### src/rtl/oflow_score_board_if.sv
// Handshake/bus bundle between the score board (slave) and its PE, resolver and drain peers (master).
// Drain uses valid/ready: a beat transfers on a cycle where out_valid && out_ready; while out_valid is high
// and out_ready is low the source holds out_row/out_pe/out_id/out_score unchanged.
interface oflow_score_board_if #(
  parameter int ROW_LEN   = 4,
  parameter int PE_LEN    = 3,
  parameter int SCORE_LEN = 11,
  parameter int ID_LEN    = 12
);
  logic                 frame_start;
  logic                 frame_end;
  logic                 pe_wr_valid;
  logic [PE_LEN-1:0]    pe_wr_idx;
  logic [SCORE_LEN-1:0] pe_score_a;
  logic [ID_LEN-1:0]    pe_id_a;
  logic [SCORE_LEN-1:0] pe_score_b;
  logic [ID_LEN-1:0]    pe_id_b;
  logic                 pe_row_done;
  logic                 start_cr;
  logic                 done_cr;
  logic                 conflict_counter_th;
  logic [ROW_LEN-1:0]   row_sel;
  logic [PE_LEN-1:0]    pe_sel;
  logic                 csb;
  logic [SCORE_LEN-1:0] score_to_cr;
  logic [ID_LEN-1:0]    id_to_cr;
  logic [ROW_LEN-1:0]   row_to_change;
  logic [PE_LEN-1:0]    pe_to_change;
  logic                 write_to_pointer;
  logic                 data_to_score_board;
  logic                 out_valid;
  logic                 out_ready;
  logic [ROW_LEN-1:0]   out_row;
  logic [PE_LEN-1:0]    out_pe;
  logic [ID_LEN-1:0]    out_id;
  logic [SCORE_LEN-1:0] out_score;
  logic                 frame_done;
  logic                 conflict_err;

  modport slave (
    input  frame_start, frame_end, pe_wr_valid, pe_wr_idx, pe_score_a, pe_id_a,
           pe_score_b, pe_id_b, pe_row_done, done_cr, conflict_counter_th,
           row_sel, pe_sel, csb, row_to_change, pe_to_change, write_to_pointer,
           data_to_score_board, out_ready,
    output start_cr, score_to_cr, id_to_cr, out_valid, out_row, out_pe, out_id,
           out_score, frame_done, conflict_err
  );

  modport master (
    output frame_start, frame_end, pe_wr_valid, pe_wr_idx, pe_score_a, pe_id_a,
           pe_score_b, pe_id_b, pe_row_done, done_cr, conflict_counter_th,
           row_sel, pe_sel, csb, row_to_change, pe_to_change, write_to_pointer,
           data_to_score_board, out_ready,
    input  start_cr, score_to_cr, id_to_cr, out_valid, out_row, out_pe, out_id,
           out_score, frame_done, conflict_err
  );
endinterface

### src/rtl/oflow_score_board.sv
// Per-frame candidate-pair store: filled by the PEs, read/pointer-updated by the resolver, then drained.
// Optional macro OFLOW_SB_SKIP_EMPTY_EN: the drain skips entries whose selected ID is 0.
module oflow_score_board #(
  parameter int NUM_ROWS  = 8,
  parameter int ROW_LEN   = 4,
  parameter int PE_NUM    = 4,
  parameter int PE_LEN    = 3,
  parameter int SCORE_LEN = 11,
  parameter int ID_LEN    = 12
) (
  input  logic               clk,
  input  logic               reset_N,
  oflow_score_board_if.slave sb,
  output logic [1:0]         dbg_state_o
);
  localparam int TOTAL = NUM_ROWS * PE_NUM;
  localparam int IDX_W = $clog2(TOTAL + 1);

  typedef enum logic [1:0] {S_IDLE, S_FILL, S_RESOLVE, S_DRAIN} state_e;
  state_e state_q, state_d;

  // Entries are stored flat, index = row * PE_NUM + pe.
  logic [SCORE_LEN-1:0] score_a_q [TOTAL];
  logic [SCORE_LEN-1:0] score_b_q [TOTAL];
  logic [ID_LEN-1:0]    id_a_q    [TOTAL];
  logic [ID_LEN-1:0]    id_b_q    [TOTAL];
  logic [TOTAL-1:0]     ptr_q;

  logic [ROW_LEN-1:0]   wr_row_q, wr_row_d;
  logic [IDX_W-1:0]     drain_idx_q, next_idx;
  logic                 start_cr_q, frame_done_q, conflict_err_q, out_valid_q;
  logic [ROW_LEN-1:0]   out_row_q;
  logic [PE_LEN-1:0]    out_pe_q;
  logic [ID_LEN-1:0]    out_id_q;
  logic [SCORE_LEN-1:0] out_score_q;

  logic clear_frame, fill_wr_en, row_adv, ptr_wr_en, launch_cr;
  logic enter_drain, drain_step, drain_load, drain_finish;
  logic wr_in_range, rd_en, ptr_in_range;
  logic [IDX_W-1:0]     wr_addr, rd_addr, ptr_addr;
  logic [SCORE_LEN-1:0] rd_score, ld_score;
  logic [ID_LEN-1:0]    rd_id, ld_id;
  logic [ROW_LEN-1:0]   ld_row;
  logic [PE_LEN-1:0]    ld_pe;

  always_comb begin
    wr_addr      = IDX_W'(wr_row_q) * IDX_W'(PE_NUM) + IDX_W'(sb.pe_wr_idx);
    rd_addr      = IDX_W'(sb.row_sel) * IDX_W'(PE_NUM) + IDX_W'(sb.pe_sel);
    ptr_addr     = IDX_W'(sb.row_to_change) * IDX_W'(PE_NUM) + IDX_W'(sb.pe_to_change);
    wr_in_range  = (wr_row_q < ROW_LEN'(NUM_ROWS)) && (sb.pe_wr_idx < PE_LEN'(PE_NUM));
    rd_en        = !sb.csb && (sb.row_sel < ROW_LEN'(NUM_ROWS)) && (sb.pe_sel < PE_LEN'(PE_NUM));
    ptr_in_range = (sb.row_to_change < ROW_LEN'(NUM_ROWS)) && (sb.pe_to_change < PE_LEN'(PE_NUM));
  end

  // Resolver read port: combinational, returns the candidate selected by the current pointer.
  always_comb begin
    rd_score = '0;
    rd_id    = '0;
    for (int k = 0; k < TOTAL; k++) begin
      if (rd_en && rd_addr == IDX_W'(k)) begin
        rd_score = ptr_q[k] ? score_b_q[k] : score_a_q[k];
        rd_id    = ptr_q[k] ? id_b_q[k]    : id_a_q[k];
      end
    end
  end

  // Next entry to put on the drain port, at or after drain_idx_q; TOTAL means nothing left.
  always_comb begin
`ifdef OFLOW_SB_SKIP_EMPTY_EN
    next_idx = IDX_W'(TOTAL);
    for (int k = TOTAL - 1; k >= 0; k--) begin
      if (IDX_W'(k) >= drain_idx_q && (ptr_q[k] ? id_b_q[k] : id_a_q[k]) != '0)
        next_idx = IDX_W'(k);
    end
`else
    next_idx = drain_idx_q;
`endif
  end

  always_comb begin
    ld_score = '0;
    ld_id    = '0;
    for (int k = 0; k < TOTAL; k++) begin
      if (next_idx == IDX_W'(k)) begin
        ld_score = ptr_q[k] ? score_b_q[k] : score_a_q[k];
        ld_id    = ptr_q[k] ? id_b_q[k]    : id_a_q[k];
      end
    end
    ld_row = ROW_LEN'(next_idx / IDX_W'(PE_NUM));
    ld_pe  = PE_LEN'(next_idx % IDX_W'(PE_NUM));
  end

  always_comb begin
    wr_row_d = wr_row_q;
    if (clear_frame)  wr_row_d = '0;
    else if (row_adv) wr_row_d = wr_row_q + ROW_LEN'(1);
  end

  // FSM: state register
  always_ff @(posedge clk or negedge reset_N) begin
    if (!reset_N) state_q <= S_IDLE;
    else          state_q <= state_d;
  end

  // FSM: next state
  always_comb begin
    state_d = state_q;
    case (state_q)
      S_IDLE:    if (sb.frame_start) state_d = S_FILL;
      S_FILL:    if (sb.frame_end || wr_row_d == ROW_LEN'(NUM_ROWS)) state_d = S_RESOLVE;
      S_RESOLVE: if (sb.done_cr) state_d = S_DRAIN;
      S_DRAIN:   if (drain_finish) state_d = S_IDLE;
      default:   state_d = S_IDLE;
    endcase
  end

  // FSM: per-state decode
  always_comb begin
    clear_frame = 1'b0;
    fill_wr_en  = 1'b0;
    row_adv     = 1'b0;
    ptr_wr_en   = 1'b0;
    enter_drain = 1'b0;
    drain_step  = 1'b0;
    case (state_q)
      S_IDLE:    clear_frame = sb.frame_start;
      S_FILL: begin
        fill_wr_en = sb.pe_wr_valid && wr_in_range;
        row_adv    = sb.pe_row_done && (wr_row_q != ROW_LEN'(NUM_ROWS));
      end
      S_RESOLVE: begin
        ptr_wr_en   = sb.write_to_pointer && ptr_in_range;
        enter_drain = sb.done_cr;
      end
      S_DRAIN:   drain_step = !out_valid_q || sb.out_ready;
      default:   ;
    endcase
    launch_cr    = (state_q == S_FILL) && (state_d == S_RESOLVE);
    drain_load   = drain_step && (next_idx < IDX_W'(TOTAL));
    drain_finish = drain_step && (next_idx >= IDX_W'(TOTAL));
  end

  always_ff @(posedge clk or negedge reset_N) begin
    if (!reset_N) begin
      for (int k = 0; k < TOTAL; k++) begin
        score_a_q[k] <= '0;
        score_b_q[k] <= '0;
        id_a_q[k]    <= '0;
        id_b_q[k]    <= '0;
      end
      ptr_q <= '0;
    end else begin
      for (int k = 0; k < TOTAL; k++) begin
        if (clear_frame) begin
          score_a_q[k] <= '0;
          score_b_q[k] <= '0;
          id_a_q[k]    <= '0;
          id_b_q[k]    <= '0;
          ptr_q[k]     <= 1'b0;
        end else if (fill_wr_en && wr_addr == IDX_W'(k)) begin
          score_a_q[k] <= sb.pe_score_a;
          score_b_q[k] <= sb.pe_score_b;
          id_a_q[k]    <= sb.pe_id_a;
          id_b_q[k]    <= sb.pe_id_b;
          ptr_q[k]     <= 1'b0;
        end else if (ptr_wr_en && ptr_addr == IDX_W'(k)) begin
          ptr_q[k]     <= sb.data_to_score_board;
        end
      end
    end
  end

  always_ff @(posedge clk or negedge reset_N) begin
    if (!reset_N) begin
      wr_row_q       <= '0;
      start_cr_q     <= 1'b0;
      frame_done_q   <= 1'b0;
      conflict_err_q <= 1'b0;
      drain_idx_q    <= '0;
      out_valid_q    <= 1'b0;
      out_row_q      <= '0;
      out_pe_q       <= '0;
      out_id_q       <= '0;
      out_score_q    <= '0;
    end else begin
      wr_row_q     <= wr_row_d;
      start_cr_q   <= launch_cr;
      frame_done_q <= drain_finish;
      if (clear_frame)      conflict_err_q <= 1'b0;
      else if (enter_drain) conflict_err_q <= conflict_err_q | sb.conflict_counter_th;
      if (enter_drain)     drain_idx_q <= '0;
      else if (drain_load) drain_idx_q <= next_idx + IDX_W'(1);
      if (drain_load) begin
        out_valid_q <= 1'b1;
        out_row_q   <= ld_row;
        out_pe_q    <= ld_pe;
        out_id_q    <= ld_id;
        out_score_q <= ld_score;
      end else if (drain_finish) begin
        out_valid_q <= 1'b0;
        out_row_q   <= '0;
        out_pe_q    <= '0;
        out_id_q    <= '0;
        out_score_q <= '0;
      end
    end
  end

  assign sb.start_cr     = start_cr_q;
  assign sb.score_to_cr  = rd_score;
  assign sb.id_to_cr     = rd_id;
  assign sb.out_valid    = out_valid_q;
  assign sb.out_row      = out_row_q;
  assign sb.out_pe       = out_pe_q;
  assign sb.out_id       = out_id_q;
  assign sb.out_score    = out_score_q;
  assign sb.frame_done   = frame_done_q;
  assign sb.conflict_err = conflict_err_q;
  assign dbg_state_o     = state_q;
endmodule
### src/flat_wrapper.sv
// flat-port wrapper written by rule: the top's interface ports become plain ports
module oflow_score_board_flat 
#(
  parameter int NUM_ROWS  = 8,
  parameter int ROW_LEN   = 4,
  parameter int PE_NUM    = 4,
  parameter int PE_LEN    = 3,
  parameter int SCORE_LEN = 11,
  parameter int ID_LEN    = 12
)
  (clk, reset_N, dbg_state_o, sb_frame_start, sb_frame_end, sb_pe_wr_valid, sb_pe_wr_idx, sb_pe_score_a, sb_pe_id_a, sb_pe_score_b, sb_pe_id_b, sb_pe_row_done, sb_done_cr, sb_conflict_counter_th, sb_row_sel, sb_pe_sel, sb_csb, sb_row_to_change, sb_pe_to_change, sb_write_to_pointer, sb_data_to_score_board, sb_out_ready, sb_start_cr, sb_score_to_cr, sb_id_to_cr, sb_out_valid, sb_out_row, sb_out_pe, sb_out_id, sb_out_score, sb_frame_done, sb_conflict_err);
  oflow_score_board_if #(.ROW_LEN(ROW_LEN), .PE_LEN(PE_LEN), .SCORE_LEN(SCORE_LEN), .ID_LEN(ID_LEN)) sb_i ();
  input  logic clk;
  input  logic reset_N;
  output logic [1:0] dbg_state_o;
  input wire logic [$bits(sb_i.frame_start)-1:0] sb_frame_start;
  input wire logic [$bits(sb_i.frame_end)-1:0] sb_frame_end;
  input wire logic [$bits(sb_i.pe_wr_valid)-1:0] sb_pe_wr_valid;
  input wire logic [$bits(sb_i.pe_wr_idx)-1:0] sb_pe_wr_idx;
  input wire logic [$bits(sb_i.pe_score_a)-1:0] sb_pe_score_a;
  input wire logic [$bits(sb_i.pe_id_a)-1:0] sb_pe_id_a;
  input wire logic [$bits(sb_i.pe_score_b)-1:0] sb_pe_score_b;
  input wire logic [$bits(sb_i.pe_id_b)-1:0] sb_pe_id_b;
  input wire logic [$bits(sb_i.pe_row_done)-1:0] sb_pe_row_done;
  input wire logic [$bits(sb_i.done_cr)-1:0] sb_done_cr;
  input wire logic [$bits(sb_i.conflict_counter_th)-1:0] sb_conflict_counter_th;
  input wire logic [$bits(sb_i.row_sel)-1:0] sb_row_sel;
  input wire logic [$bits(sb_i.pe_sel)-1:0] sb_pe_sel;
  input wire logic [$bits(sb_i.csb)-1:0] sb_csb;
  input wire logic [$bits(sb_i.row_to_change)-1:0] sb_row_to_change;
  input wire logic [$bits(sb_i.pe_to_change)-1:0] sb_pe_to_change;
  input wire logic [$bits(sb_i.write_to_pointer)-1:0] sb_write_to_pointer;
  input wire logic [$bits(sb_i.data_to_score_board)-1:0] sb_data_to_score_board;
  input wire logic [$bits(sb_i.out_ready)-1:0] sb_out_ready;
  output wire logic [$bits(sb_i.start_cr)-1:0] sb_start_cr;
  output wire logic [$bits(sb_i.score_to_cr)-1:0] sb_score_to_cr;
  output wire logic [$bits(sb_i.id_to_cr)-1:0] sb_id_to_cr;
  output wire logic [$bits(sb_i.out_valid)-1:0] sb_out_valid;
  output wire logic [$bits(sb_i.out_row)-1:0] sb_out_row;
  output wire logic [$bits(sb_i.out_pe)-1:0] sb_out_pe;
  output wire logic [$bits(sb_i.out_id)-1:0] sb_out_id;
  output wire logic [$bits(sb_i.out_score)-1:0] sb_out_score;
  output wire logic [$bits(sb_i.frame_done)-1:0] sb_frame_done;
  output wire logic [$bits(sb_i.conflict_err)-1:0] sb_conflict_err;
  assign sb_i.frame_start = sb_frame_start;
  assign sb_i.frame_end = sb_frame_end;
  assign sb_i.pe_wr_valid = sb_pe_wr_valid;
  assign sb_i.pe_wr_idx = sb_pe_wr_idx;
  assign sb_i.pe_score_a = sb_pe_score_a;
  assign sb_i.pe_id_a = sb_pe_id_a;
  assign sb_i.pe_score_b = sb_pe_score_b;
  assign sb_i.pe_id_b = sb_pe_id_b;
  assign sb_i.pe_row_done = sb_pe_row_done;
  assign sb_i.done_cr = sb_done_cr;
  assign sb_i.conflict_counter_th = sb_conflict_counter_th;
  assign sb_i.row_sel = sb_row_sel;
  assign sb_i.pe_sel = sb_pe_sel;
  assign sb_i.csb = sb_csb;
  assign sb_i.row_to_change = sb_row_to_change;
  assign sb_i.pe_to_change = sb_pe_to_change;
  assign sb_i.write_to_pointer = sb_write_to_pointer;
  assign sb_i.data_to_score_board = sb_data_to_score_board;
  assign sb_i.out_ready = sb_out_ready;
  assign sb_start_cr = sb_i.start_cr;
  assign sb_score_to_cr = sb_i.score_to_cr;
  assign sb_id_to_cr = sb_i.id_to_cr;
  assign sb_out_valid = sb_i.out_valid;
  assign sb_out_row = sb_i.out_row;
  assign sb_out_pe = sb_i.out_pe;
  assign sb_out_id = sb_i.out_id;
  assign sb_out_score = sb_i.out_score;
  assign sb_frame_done = sb_i.frame_done;
  assign sb_conflict_err = sb_i.conflict_err;
  oflow_score_board #(.NUM_ROWS(NUM_ROWS), .ROW_LEN(ROW_LEN), .PE_NUM(PE_NUM), .PE_LEN(PE_LEN), .SCORE_LEN(SCORE_LEN), .ID_LEN(ID_LEN)) u_core (.clk(clk), .reset_N(reset_N), .sb(sb_i), .dbg_state_o(dbg_state_o));
endmodule
### config.mk
export PLATFORM = sky130hd
export DESIGN_NAME = oflow_score_board_flat
export DESIGN_NICKNAME = d
export VERILOG_FILES = /design/src/rtl/oflow_score_board_if.sv /design/src/rtl/oflow_score_board.sv /design/src/flat_wrapper.sv
export SDC_FILE = /design/constraint.sdc
export NUM_CORES = 2
export LEC_CHECK = 0
export CORE_AREA = 3 3 277 552
export CTS_CLUSTER_DIAMETER = 200
export DETAILED_ROUTE_END_ITERATION = 8
export DIE_AREA = 0 0 280 555
export DONT_BUFFER_PORTS = 1
export PLACE_DENSITY = 0.78
export SLEW_MARGIN = 15
export SYNTH_ARGS = -nofsm -noshare
export SYNTH_HDL_FRONTEND = slang
export SYNTH_SLANG_ARGS = --single-unit
### constraint.sdc
create_clock -name clk -period 2.8 [get_ports clk]
set_input_delay 0.14 -clock clk [delete_from_list [all_inputs] [get_ports clk]]
set_output_delay 0.14 -clock clk [all_outputs]
set_load 0.03 [all_outputs]
==> metrics.md <==
| Metric | Value |
|---|---|
| Routability Congestion | 1.04 |
| # Max-Cap Violations | 0 |
| VDD IR-drop max | 0.537 mV |
| Skew final | 0.0482 ns |
| Gr usage total | 0.460 |
| Routed wire length | 371000 um |
| First-pass iteration count of the detailed router | 9 |
| Post-synth EDFFs | 0 |
| Most frequent cells after synthesis | 3184 x nand2_1, 1723 x a21oi_1, 1549 x dfrtp_1 |
| Fin worst setup slack | -1.34 ns |
| Clk buf depth | 4 |
| DRT antenna net count | 0 |
| Die height | 555 um |
| Synth Area per Inst | 8.37 sq um |
| Leak | 41.3 nW |
| Setup violators final | 42 |
| Port Buffers | 0 |
| Clock sink count | 1549 |
| Initial antenna violation count | 17 |
| Worst Hold Class | input port to register |
| Finished Cell Area | 101000 sq um |
| Drc violations | 0 |
| Syn Std Cell Area | 81800 sq um |
| RSZ-0062 raised after global routing | true |
| Dpl ws | -0.899 ns |
| Starting Density | 0.550 |
| Crit Path Max Fanout | 6 |
| FMAX | 242 MHz |
| Post-Place Cells | 11700 |
| Total grt overflow | 0 |
| CTS tree | done |
| Die Area | 155000 sq um |
| Die W | 280 um |
| CP Class | register to output pin |
| Outcome | finished with violations |
| Arr. time, crit path | 4.00 ns |
| PD cells | 619 nW/um^2 |
| Drt wl/cell | 30.4 um |
| Synth unique cells | 91 |
| Ys flop type | dfrtp_1 |
| Detailed-route via count | 81200 |
| Synthesis-to-finish area growth | 23.5% |
| Slowest cell on crit path | o211ai_1 |
| Syn Inst Count | 9775 |
| Leading area contributor after synthesis | dfrtp_1 |
| Area contributors post-synth | dfrtp_1 47%, nand2_1 15%, a21oi_1 11% |
| Layout cells sized above 1 | 0.192 |
| Clock root cell | clkbuf_16 |
| Most numerous cell in the Yosys netlist | nand2_1 |
| Slew @ Worst Pin | 1.05 ns |
| Final Hold Fails | 0 |
| Cell Count, Final, Fillers Out | 12200 |
| Largest net degree at the start of global routing | 239 |
| Crit-path most repeated cell | buf_12 |
| Slew Viols, Final | 0 |
| Synthesized Nets | 9862 |
| Number of DRC markers in iteration 0 | 9340 |
| Crit path launch type | register |
| FF+latch count, synth | 1549 |
| DP HPWL | 249000 um |
| Area after DPL | 90300 sq um |
| Total Nets Final | 10200 |
| H-tree depth | 4 |
| Global-route wire length before repair | 526000 um |
| CP bufs+invs | 5 |
| Vias in the first global route | 80700 |
| Failing checks | negative setup slack |
| Worst skew pair latency | 0.84 ns |
| Top cell type's share of synthesized area | 0.474 |
| Post-synth ARST share | 1.00 |
| Largest stage delay, worst path | 0.40 ns |
| Crit path cell chain | buf_12 -> buf_12 -> buf_8 -> mux2i_4 -> mux4_2 -> nor3_1 -> a21o_1 -> o211ai_1 -> o2111ai_2 -> nand2_2 -> o211ai_1 -> buf_4 -> buf_12 |
| Std-Cell Rows | 200 |
| WP data required | 2.66 ns |
| Period Utilization, post-route | 1.48 |
| Post-synthesis sequential area ratio | 0.474 |
| Core footprint | 149000 sq um |
| Clock transition at path regs | 0.07 ns |
| Vias per std cell | 6.66 |
| Setup slack, reg-to-reg | -0.17 ns |
| IO Pins | 134 |
| CP endpoint kind | output pin |
| Minimum clock period | 4.14 ns |
| Slew margin rel. | 0.296 |
| Ys Warns | 0 |
| Delay-heaviest family, CP | compound AO/OA/AOI/OAI gates |
| Num CTS Buffers | 152 |
-- stage by stage --
step | hold slack (ns) | setup TNS, ns | power (W) | utilization
2_1_floorplan | -0.156 | 0 | 0.0303 | -
3_3_place_gp | -0.152 | -150.56 | 0.0371 | 0.606
3_5_place_dp | -0.152 | -187.64 | 0.0373 | 0.606
4_1_cts | 0.0139 | -54.54 | 0.0606 | 0.664
5_1_grt | 0.0774 | -27.31 | 0.0640 | 0.678
6_report | 0.0455 | -25.75 | 0.0625 | 0.678
-- metal layers --
metal | track usage | wire [um]
met5 | 0 | 0
met2 | 0.746 | 172000
met1 | 0.473 | 114000
met3 | 0.102 | 34500
met4 | 0.484 | 50100
-- report_power, final --
part,internal [W],switching [W],leakage [nW],total (W)
Combinational,0.00668,0.00985,17.2,0.0165
Clock,0.0123,0.00932,2.48,0.0216
Sequential,0.0232,0.00123,21.5,0.0244
-- worst reg2reg max path, delay by kind of cell (launching register included) --
kind,cells,cell delay (ns)
flops,1,0.47
compound gates,3,0.41
simple gates,4,1.42
buf+inv,4,0.61
-- kinds of logic after synthesis --
| family | share of synthesized area |
|---|---|
| AND/OR/NAND/NOR | 0.181 |
| AO/OA/AOI/OAI | 0.190 |
| flip-flops | 0.474 |
| buffers and inverters | 0.0476 |
| multiplexers | 0.105 |
| adder cells (fa/ha/maj) | 0.00183 |
| XOR/XNOR | 0.000856 |
| other | 0.0000458 |
-- registers in the layout, summed over array words and instances (netlist names) --
name	cells
u_core.dbg_state_o	2
u_core.drain_idx_q	6
u_core.id_a_q	384
u_core.id_b_q	384
u_core.ptr_q	32
u_core.sb.conflict_err	1
u_core.sb.frame_done	1
u_core.sb.out_id	12
u_core.sb.out_pe	2
u_core.sb.out_row	4
u_core.sb.out_score	11
u_core.sb.out_valid	1
u_core.sb.start_cr	1
u_core.score_a_q	352
u_core.score_b_q	352
u_core.wr_row_q	4
-- layout by cell type (no fill, tap or decap), drive strengths merged, types with 27 or more instances in the layout --
cell         Yosys  routed
a211o           27      27
clkinv           0      33
dfrtp         1549    1549
a22oi           94      94
nor3            74      74
nor4            33      33
buf            248    1082
dlygate4sd3      0      70
o22ai          165     165
o21bai          34      34
nand3           62      62
o211ai          64      64
clkbuf         699     208
mux2           190     190
o21ai          211     211
o221ai          48      48
o21a            31      31
nand2         3184    3184
a2111oi         50      50
a211oi          54      54
and2            31      31
a221oi          38      38
a31oi           36      36
nand2b          27      27
nor2           254     254
mux2i          589     589
a21oi         1723    1723
-- cell type report --
type | count | area [sq um]
fill | 11700 | 47900
antenna | 21 | 52.6
multi-input combinational | 7262 | 41800
timing repair buffer | 1167 | 12900
inverter | 17 | 65.1
tap | 1919 | 2400
clock buffer | 197 | 4270
clock inverter | 62 | 796
sequential | 1549 | 38800
-- repair_timing --
action                                  in CTS  in global routing
hold buffers                               116                  2
gates cloned                                 4                 10
buffers inserted                            45                 55
hold endpoints to repair                  1837                 29
gates resized for setup                    254                301
endpoints found under the setup margin      51               1460
pin swaps                                  102                193
-- path summary, 6_finish.rpt --
path                                                    to  depth (start not counted)                         startpoint
max                                      sb_score_to_cr[1]                         13        u_core.ptr_q[0]$_DFFE_PN0P_
min                         u_core.id_a_q[213]$_DFFE_PN0P_                          6                    sb_pe_wr_idx[1]
max reg2reg                u_core.sb.out_id[0]$_DFFE_PN0P_                         11  u_core.drain_idx_q[3]$_DFFE_PN0P_
min reg2reg                  u_core.id_a_q[12]$_DFFE_PN0P_                          2      u_core.id_a_q[12]$_DFFE_PN0P_
max in group asynchronous   u_core.id_a_q[324]$_DFFE_PN0P_                          6                            reset_N
min in group asynchronous    u_core.id_a_q[10]$_DFFE_PN0P_                          3                            reset_N
(Power assumes the default switching activity.)
